[src/rtl/uart_pkg.sv]
// Shared definitions for the 16x-oversampled UART blocks: FSM states,
// oversampling constants and small bit-level helpers.
package uart_pkg;

    typedef enum logic [2:0] {
        IDLE   = 3'd0,
        START  = 3'd1,
        DATA   = 3'd2,
        PARITY = 3'd3,
        STOP   = 3'd4,
        BREAK  = 3'd5
    } rx_state_e;

    localparam int         OS_RATE        = 16;
    localparam logic [3:0] OS_LAST        = 4'(OS_RATE - 1);
    localparam logic [3:0] SMP_A          = 4'd7;
    localparam logic [3:0] SMP_B          = 4'd8;
    localparam logic [3:0] SMP_C          = 4'd9;
    localparam int         DEFAULT_OS_DIV = 833;

    function automatic logic maj3(input logic a, input logic b, input logic c);
        return (a & b) | (a & c) | (b & c);
    endfunction

    function automatic logic parity8(input logic [7:0] d);
        return ^d;
    endfunction

endpackage

[src/rtl/uart_os_tick.sv]
// Oversample tick generator: one-cycle enable every OS_DIV clocks, so all
// UART logic stays on clk_16MHz.
module uart_os_tick
    import uart_pkg::*;
#(
    parameter int OS_DIV = DEFAULT_OS_DIV
) (
    input  logic clk_16MHz,
    input  logic rst_n,
    output logic tick
);

    localparam int            CW       = (OS_DIV > 1) ? $clog2(OS_DIV) : 1;
    localparam logic [CW-1:0] CNT_LAST = CW'(OS_DIV - 1);

    logic [CW-1:0] cnt_r;

    // free-running divider, wraps on the tick cycle
    always_ff @(posedge clk_16MHz) begin
        if (!rst_n) begin
            cnt_r <= CW'(0);
        end else if (cnt_r == CNT_LAST) begin
            cnt_r <= CW'(0);
        end else begin
            cnt_r <= cnt_r + CW'(1);
        end
    end

    assign tick = (cnt_r == CNT_LAST);

endmodule

[src/rtl/uart_rx_os16.sv]
// 16x-oversampled UART receiver (8 data bits, optional parity, 1 stop bit)
// with valid/ack byte output and framing/parity/overrun pulses.
module uart_rx_os16
    import uart_pkg::*;
#(
    parameter int OS_DIV     = DEFAULT_OS_DIV,
    parameter bit PARITY_EN  = 1'b0,
    parameter bit PARITY_ODD = 1'b0
) (
    input  logic       clk_16MHz,
    input  logic       rst_n,
    input  logic       ser_data_frm_pc,
    input  logic       dout_ack,
    output logic [7:0] dout_byte,
    output logic       dout_vld,
    output logic       frame_err,
    output logic       parity_err,
    output logic       overrun,
    output logic       busy
);

    rx_state_e  state_r, state_next_s;
    logic       sync1_r, sync2_r;
    logic       tick_s, line_s, bit_val_s;
    logic       smp_a_r, smp_b_r;
    logic [3:0] os_cnt_r;
    logic [2:0] bit_cnt_r;
    logic [7:0] shift_r;
    logic       par_ok_r;
    logic       stop_done_s, parity_ok_s, deliver_s;

    uart_os_tick #(.OS_DIV(OS_DIV)) u_tick (
        .clk_16MHz (clk_16MHz),
        .rst_n     (rst_n),
        .tick      (tick_s)
    );

    // two-flop synchroniser for the asynchronous serial line
    always_ff @(posedge clk_16MHz) begin
        if (!rst_n) begin
            sync1_r <= 1'b1;
            sync2_r <= 1'b1;
        end else begin
            sync1_r <= ser_data_frm_pc;
            sync2_r <= sync1_r;
        end
    end

    assign line_s      = sync2_r;
    assign bit_val_s   = maj3(smp_a_r, smp_b_r, line_s);
    assign parity_ok_s = PARITY_EN ? par_ok_r : 1'b1;
    assign deliver_s   = stop_done_s & bit_val_s & parity_ok_s;

    // state register
    always_ff @(posedge clk_16MHz) begin
        if (!rst_n) begin
            state_r <= IDLE;
        end else begin
            state_r <= state_next_s;
        end
    end

    // next-state logic; every transition is qualified by the oversample tick
    always_comb begin
        state_next_s = state_r;
        stop_done_s  = 1'b0;
        case (state_r)
            IDLE: begin
                if (tick_s && !line_s) state_next_s = START;
                else                   state_next_s = state_r;
            end
            START: begin
                if (tick_s && os_cnt_r == SMP_C && bit_val_s) state_next_s = IDLE;
                else if (tick_s && os_cnt_r == OS_LAST)       state_next_s = DATA;
                else                                          state_next_s = state_r;
            end
            DATA: begin
                if (tick_s && os_cnt_r == OS_LAST && bit_cnt_r == 3'd7)
                    state_next_s = PARITY_EN ? PARITY : STOP;
                else
                    state_next_s = state_r;
            end
            PARITY: begin
                if (tick_s && os_cnt_r == OS_LAST) state_next_s = STOP;
                else                               state_next_s = state_r;
            end
            STOP: begin
                // leave at mid-stop so a back-to-back start edge is not missed
                if (tick_s && os_cnt_r == SMP_C) begin
                    stop_done_s  = 1'b1;
                    state_next_s = bit_val_s ? IDLE : BREAK;
                end else begin
                    state_next_s = state_r;
                end
            end
            BREAK: begin
                if (tick_s && line_s) state_next_s = IDLE;
                else                  state_next_s = state_r;
            end
            default: state_next_s = IDLE;
        endcase
    end

    // sample counters, majority samples, shift register and parity check
    always_ff @(posedge clk_16MHz) begin
        if (!rst_n) begin
            os_cnt_r  <= 4'd0;
            bit_cnt_r <= 3'd0;
            smp_a_r   <= 1'b1;
            smp_b_r   <= 1'b1;
            shift_r   <= 8'h00;
            par_ok_r  <= 1'b1;
        end else if (tick_s) begin
            if (state_r == IDLE || state_next_s == IDLE || state_next_s == BREAK)
                os_cnt_r <= 4'd0;
            else
                os_cnt_r <= os_cnt_r + 4'd1;
            if (state_r == START)
                bit_cnt_r <= 3'd0;
            else if (state_r == DATA && os_cnt_r == OS_LAST)
                bit_cnt_r <= bit_cnt_r + 3'd1;
            if (os_cnt_r == SMP_A) smp_a_r <= line_s;
            if (os_cnt_r == SMP_B) smp_b_r <= line_s;
            if (state_r == DATA && os_cnt_r == SMP_C)
                shift_r <= {bit_val_s, shift_r[7:1]};
            if (state_r == PARITY && os_cnt_r == SMP_C)
                par_ok_r <= ((parity8(shift_r) ^ bit_val_s ^ PARITY_ODD) == 1'b0);
        end
    end

    // registered outputs: delivery, handshake, error pulses and busy
    always_ff @(posedge clk_16MHz) begin
        if (!rst_n) begin
            dout_byte  <= 8'h00;
            dout_vld   <= 1'b0;
            frame_err  <= 1'b0;
            parity_err <= 1'b0;
            overrun    <= 1'b0;
            busy       <= 1'b0;
        end else begin
            frame_err  <= stop_done_s & ~bit_val_s;
            parity_err <= stop_done_s & bit_val_s & ~parity_ok_s;
            overrun    <= deliver_s & dout_vld & ~dout_ack;
            busy       <= (state_next_s != IDLE);
            if (deliver_s) begin
                dout_byte <= shift_r;
                dout_vld  <= 1'b1;
            end else if (dout_vld && dout_ack) begin
                dout_vld  <= 1'b0;
            end
        end
    end

endmodule
[config.mk]
export PLATFORM = sky130hd
export DESIGN_NAME = uart_rx_os16
export DESIGN_NICKNAME = d
export VERILOG_FILES = /design/src/rtl/uart_pkg.sv /design/src/rtl/uart_os_tick.sv /design/src/rtl/uart_rx_os16.sv
export SDC_FILE = /design/constraint.sdc
export NUM_CORES = 1
export LEC_CHECK = 0
export CORE_AREA = 2 2 66 68
export CTS_CLUSTER_DIAMETER = 60
export DETAILED_ROUTE_END_ITERATION = 6
export DIE_AREA = 0 0 68 70
export HOLD_SLACK_MARGIN = 0.02
export PLACE_DENSITY = 0.71
export SLEW_MARGIN = 20
export SYNTH_ARGS = -nofsm -noshare
export SYNTH_HDL_FRONTEND = slang
export SYNTH_HIERARCHICAL = 1
export SYNTH_SLANG_ARGS = --single-unit
[constraint.sdc]
create_clock -name clk_16MHz -period 2.75 [get_ports clk_16MHz]
set_input_delay 0.4125 -clock clk_16MHz [delete_from_list [all_inputs] [get_ports clk_16MHz]]
set_output_delay 0.4125 -clock clk_16MHz [all_outputs]
set_load 0.05 [all_outputs]
==> impl_metrics.csv <==
group,metric,value,unit
critical_path,endpoint_kind,"flop",
floorplanning,placement_rows,24,
routing,post_drt_wl_per_cell,12.6,um
critical_path,critical_path.slowest_cell,"sky130_fd_sc_hd__nor4_4",
sta,report.final.slew_viol_count,0,
routing,remaining_antenna_violation_count,0,
critical_path,critical_path.startpoint,"u_tick/cnt_r[0]",
sta,post-route-worst-setup-slack,189,ps
logic_synthesis,synth_enable_flop_cells,0,
logic_synthesis,ys_warn_count,6,
power,irDropWorstVdd,0.355,mV
cells_and_area,nNetsFinal,243,
cells_and_area,antenna_cells_inserted,0,
floorplanning,initial_core_util,48.8,%
power,leakage,0.863,nW
placement,gpl.final_weighted_congestion,0.792,
placement,place.detailed.instances,277,
routing,dr.first_iter.drc_count,66,
clock_network,cts_tree,"done",
global_route,grt_antenna_before_repair,0,
routing,via_count,1561,
placement,dpl.hpwl,2600,um
floorplanning,core,4140,um2
sta,fin_crit,2560,ps
logic_synthesis,syn_nets,224,
clock_network,clockRootBuffer,"sky130_fd_sc_hd__clkbuf_8",
sta,achievable-frequency,391,MHz
critical_path,timing.critical_path.required,2930,ps
critical_path,crit_chain,"inv_1 -> ha_1 -> nand4b_1 -> nor4_2 -> buf_4 -> and4b_1 -> a311oi_1 -> nor4_4 -> nor4_1 -> o31a_1",
sta,tightest_slew,685,ps
logic_synthesis,seq_area_frac_synth,43.6,%
cells_and_area,final_cells,285,
global_route,gr-usage-all-layers,16.9,%
floorplanning,width_of_the_chip,68,um
cells_and_area,syn_to_final_growth,16.5,%
critical_path,crit_type,"flop to flop",
clock_network,cts.sinks,44,
logic_synthesis,synth_area_per_cell,9.49,um2
clock_network,cts_made_buffers,5,
sta,final_min_period_over_clock_period,93.1,%
power,powerDensity,490,nW/um2
cells_and_area,final_layout_size_suffix_gt1_share,10.7,%
worst_hold_path,worstHoldPathType,"flop to flop",
sta,final-hold-violation-count,0,
cells_and_area,stdcell_area,2350,um2
sta,setup_viol_count_final,0,
clock_network,hold_buffers,0,
routing,drtPass1Iterations,4,
global_route,first_global_vias,1361,
logic_synthesis,yosys_register_bits,44,
floorplanning,dieArea,4760,um2
sta,slew_headroom,53.7,%
floorplanning,i_o_pins,17,
routing,viasPerCell,5.48,
global_route,grt_max_degree,18,
critical_path,timing.critical_path.fanout_max,17,
logic_synthesis,synth_flop_cell,"sky130_fd_sc_hd__dfxtp_1",
logic_synthesis,yosys.cell_types.count,46,
clock_network,clkSlewWorstSetupHoldPaths,70,ps
worst_hold_path,holdCritStartpoint,"sync1_r",
routing,finalWirelength,3600,um
placement,detailed_place.area,2240,um2
clock_network,clock_latency,290,ps
logic_synthesis,synthArstFlopShare,0,%
floorplanning,die_y,70,um
logic_synthesis,syn_area,2020,um2
critical_path,critPathArrivalTime,2740,ps
status,status,"finished, final reports clean",
placement,port_buffers,15,
flow_run,cap_viol_max_count,0,
critical_path,crit_path_max_incr_delay,430,ps
global_route,globalRouteOverflowTotal,0,
critical_path,setup.worst_path.start_class,"flop",
sta,final.setup_skew,5.08,ps
placement,post-place-ws,32.5,ps
global_route,grt_first_pass_wirelength,6110,um
clock_network,cts-root-to-sink-buffers,2,
critical_path,reg2reg_from,"u_tick/cnt_r[0]",
logic_synthesis,synth_cells,213,
routing,remaining_drc_errors,0,
clock_network,htree_num_levels,2,
power,fin_total_pwr,0.00115,W
[worst paths after layout]
| check | end | slack (ps) | cells after the start |
|---|---|---|---|
| setup / recovery | os_cnt_r[2] | 190 | 10 |
| hold / removal | line_s | 410 | 1 |
| setup reg to reg | os_cnt_r[2] | 190 | 10 |
| hold reg to reg | line_s | 410 | 1 |
[cell families (layout without fill, tap and decap cells)]
| group | count (synthesis) | count (layout) | synth area share [%] |
|---|---|---|---|
| adder cells (fa/ha/maj) | 8 | 8 | 4.89 |
| AO/OA/AOI/OAI | 27 | 27 | 9.97 |
| flip-flops | 44 | 44 | 43.6 |
| multiplexers | 18 | 18 | 8.92 |
| XOR/XNOR | 3 | 3 | 1.30 |
| other | 1 | 1 | 0.186 |
| AND/OR/NAND/NOR | 94 | 94 | 27.0 |
| buffers and inverters | 18 | 38 | 4.15 |
[stage by stage]
| step | utilization [%] | hold WS [ps] | setup TNS (ps) |
|---|---|---|---|
| 3_3_place_gp | 54.0 | 390 | 0 |
| 3_5_place_dp | 54.0 | 400 | 0 |
| 2_1_floorplan | - | 386 | 0 |
| 4_1_cts | 56.6 | 420 | 0 |
| 5_1_grt | 56.8 | 446 | -53.1 |
| 6_report | 56.8 | 413 | 0 |
[cells in the final DEF (no fill, tap or decap), drive strengths merged, types with 2 or more instances in the layout]
master          n
nor2           26
nor3            6
xnor2           3
nand4b          3
nor4b           4
clkbuf          6
clkinv          2
a311oi          2
mux2i          18
a21oi          11
ha              7
inv             8
nand4           5
or3b            2
nor4            3
nand2          11
buf             6
dfxtp          44
nor2b           2
nand3          10
o21ai           7
and2            4
or3             6
nand2b          6
clkdlybuf4s50  15
[routing by layer]
layer	share of wire [%]	GRT usage, %	vias to the layer above	routed length [um]
met5	0	0	-	0
met3	2.7	4.83	4	98
met2	46	24.1	19	1640
li1	-	-	796	-
met4	1.8	7.33	0	65
met1	50	23.5	742	1790
[registers in the layout, summed over array words and instances (netlist names), 3 cells and up]
name          flops
u_tick/cnt_r     10
dout_byte         8
shift_r           8
os_cnt_r          4
bit_cnt_r         3
state_r           3
[cell type report]
cell class | count | area, um2
repair buffers | 21 | 195
clock buffers | 6 | 72.6
multi-input cells | 151 | 1070
well taps | 52 | 65.1
fillers | 376 | 1790
flip-flops and latches | 44 | 881
inverters | 9 | 33.8
clock inverters | 2 | 35.0
[power breakdown]
| part | internal, W | switching (W) |
|---|---|---|
| clock network | 0.000269 | 0.000202 |
| logic | 0.0000129 | 0.0000200 |
| registers | 0.000642 | 0.00000657 |
[timing repair]
item,in CTS,in global routing
buffers inserted,0,0
setup endpoints to repair,0,4
resized for setup,0,1
hold endpoints to repair,0,0
[worst max-delay path: cells and delay by family (launching register included)]
kind	cells	cell delay [ps]
AOI/OAI and AO/OA	2	440
adders and majority gates	1	150
buffers and inverters	2	310
and+or+nand+nor	5	1210
DFF	1	350
[Yosys cell counts, types with 5 or more instances]
master | count | area share, %
sky130_fd_sc_hd__ha_1 | 7 | 4.3
sky130_fd_sc_hd__nand2b_1 | 6 | 1.9
sky130_fd_sc_hd__nor2_1 | 26 | 4.8
sky130_fd_sc_hd__dfxtp_1 | 44 | 44
sky130_fd_sc_hd__a21oi_1 | 10 | 2.5
sky130_fd_sc_hd__nand3_1 | 10 | 2.5
sky130_fd_sc_hd__or3_1 | 5 | 1.5
sky130_fd_sc_hd__o21ai_0 | 7 | 1.7
sky130_fd_sc_hd__nor3_1 | 5 | 1.2
sky130_fd_sc_hd__mux2i_1 | 18 | 8.9
sky130_fd_sc_hd__inv_1 | 8 | 1.5
sky130_fd_sc_hd__nand2_1 | 11 | 2.0
No activity file was read; power rests on OpenSTA's default activity.
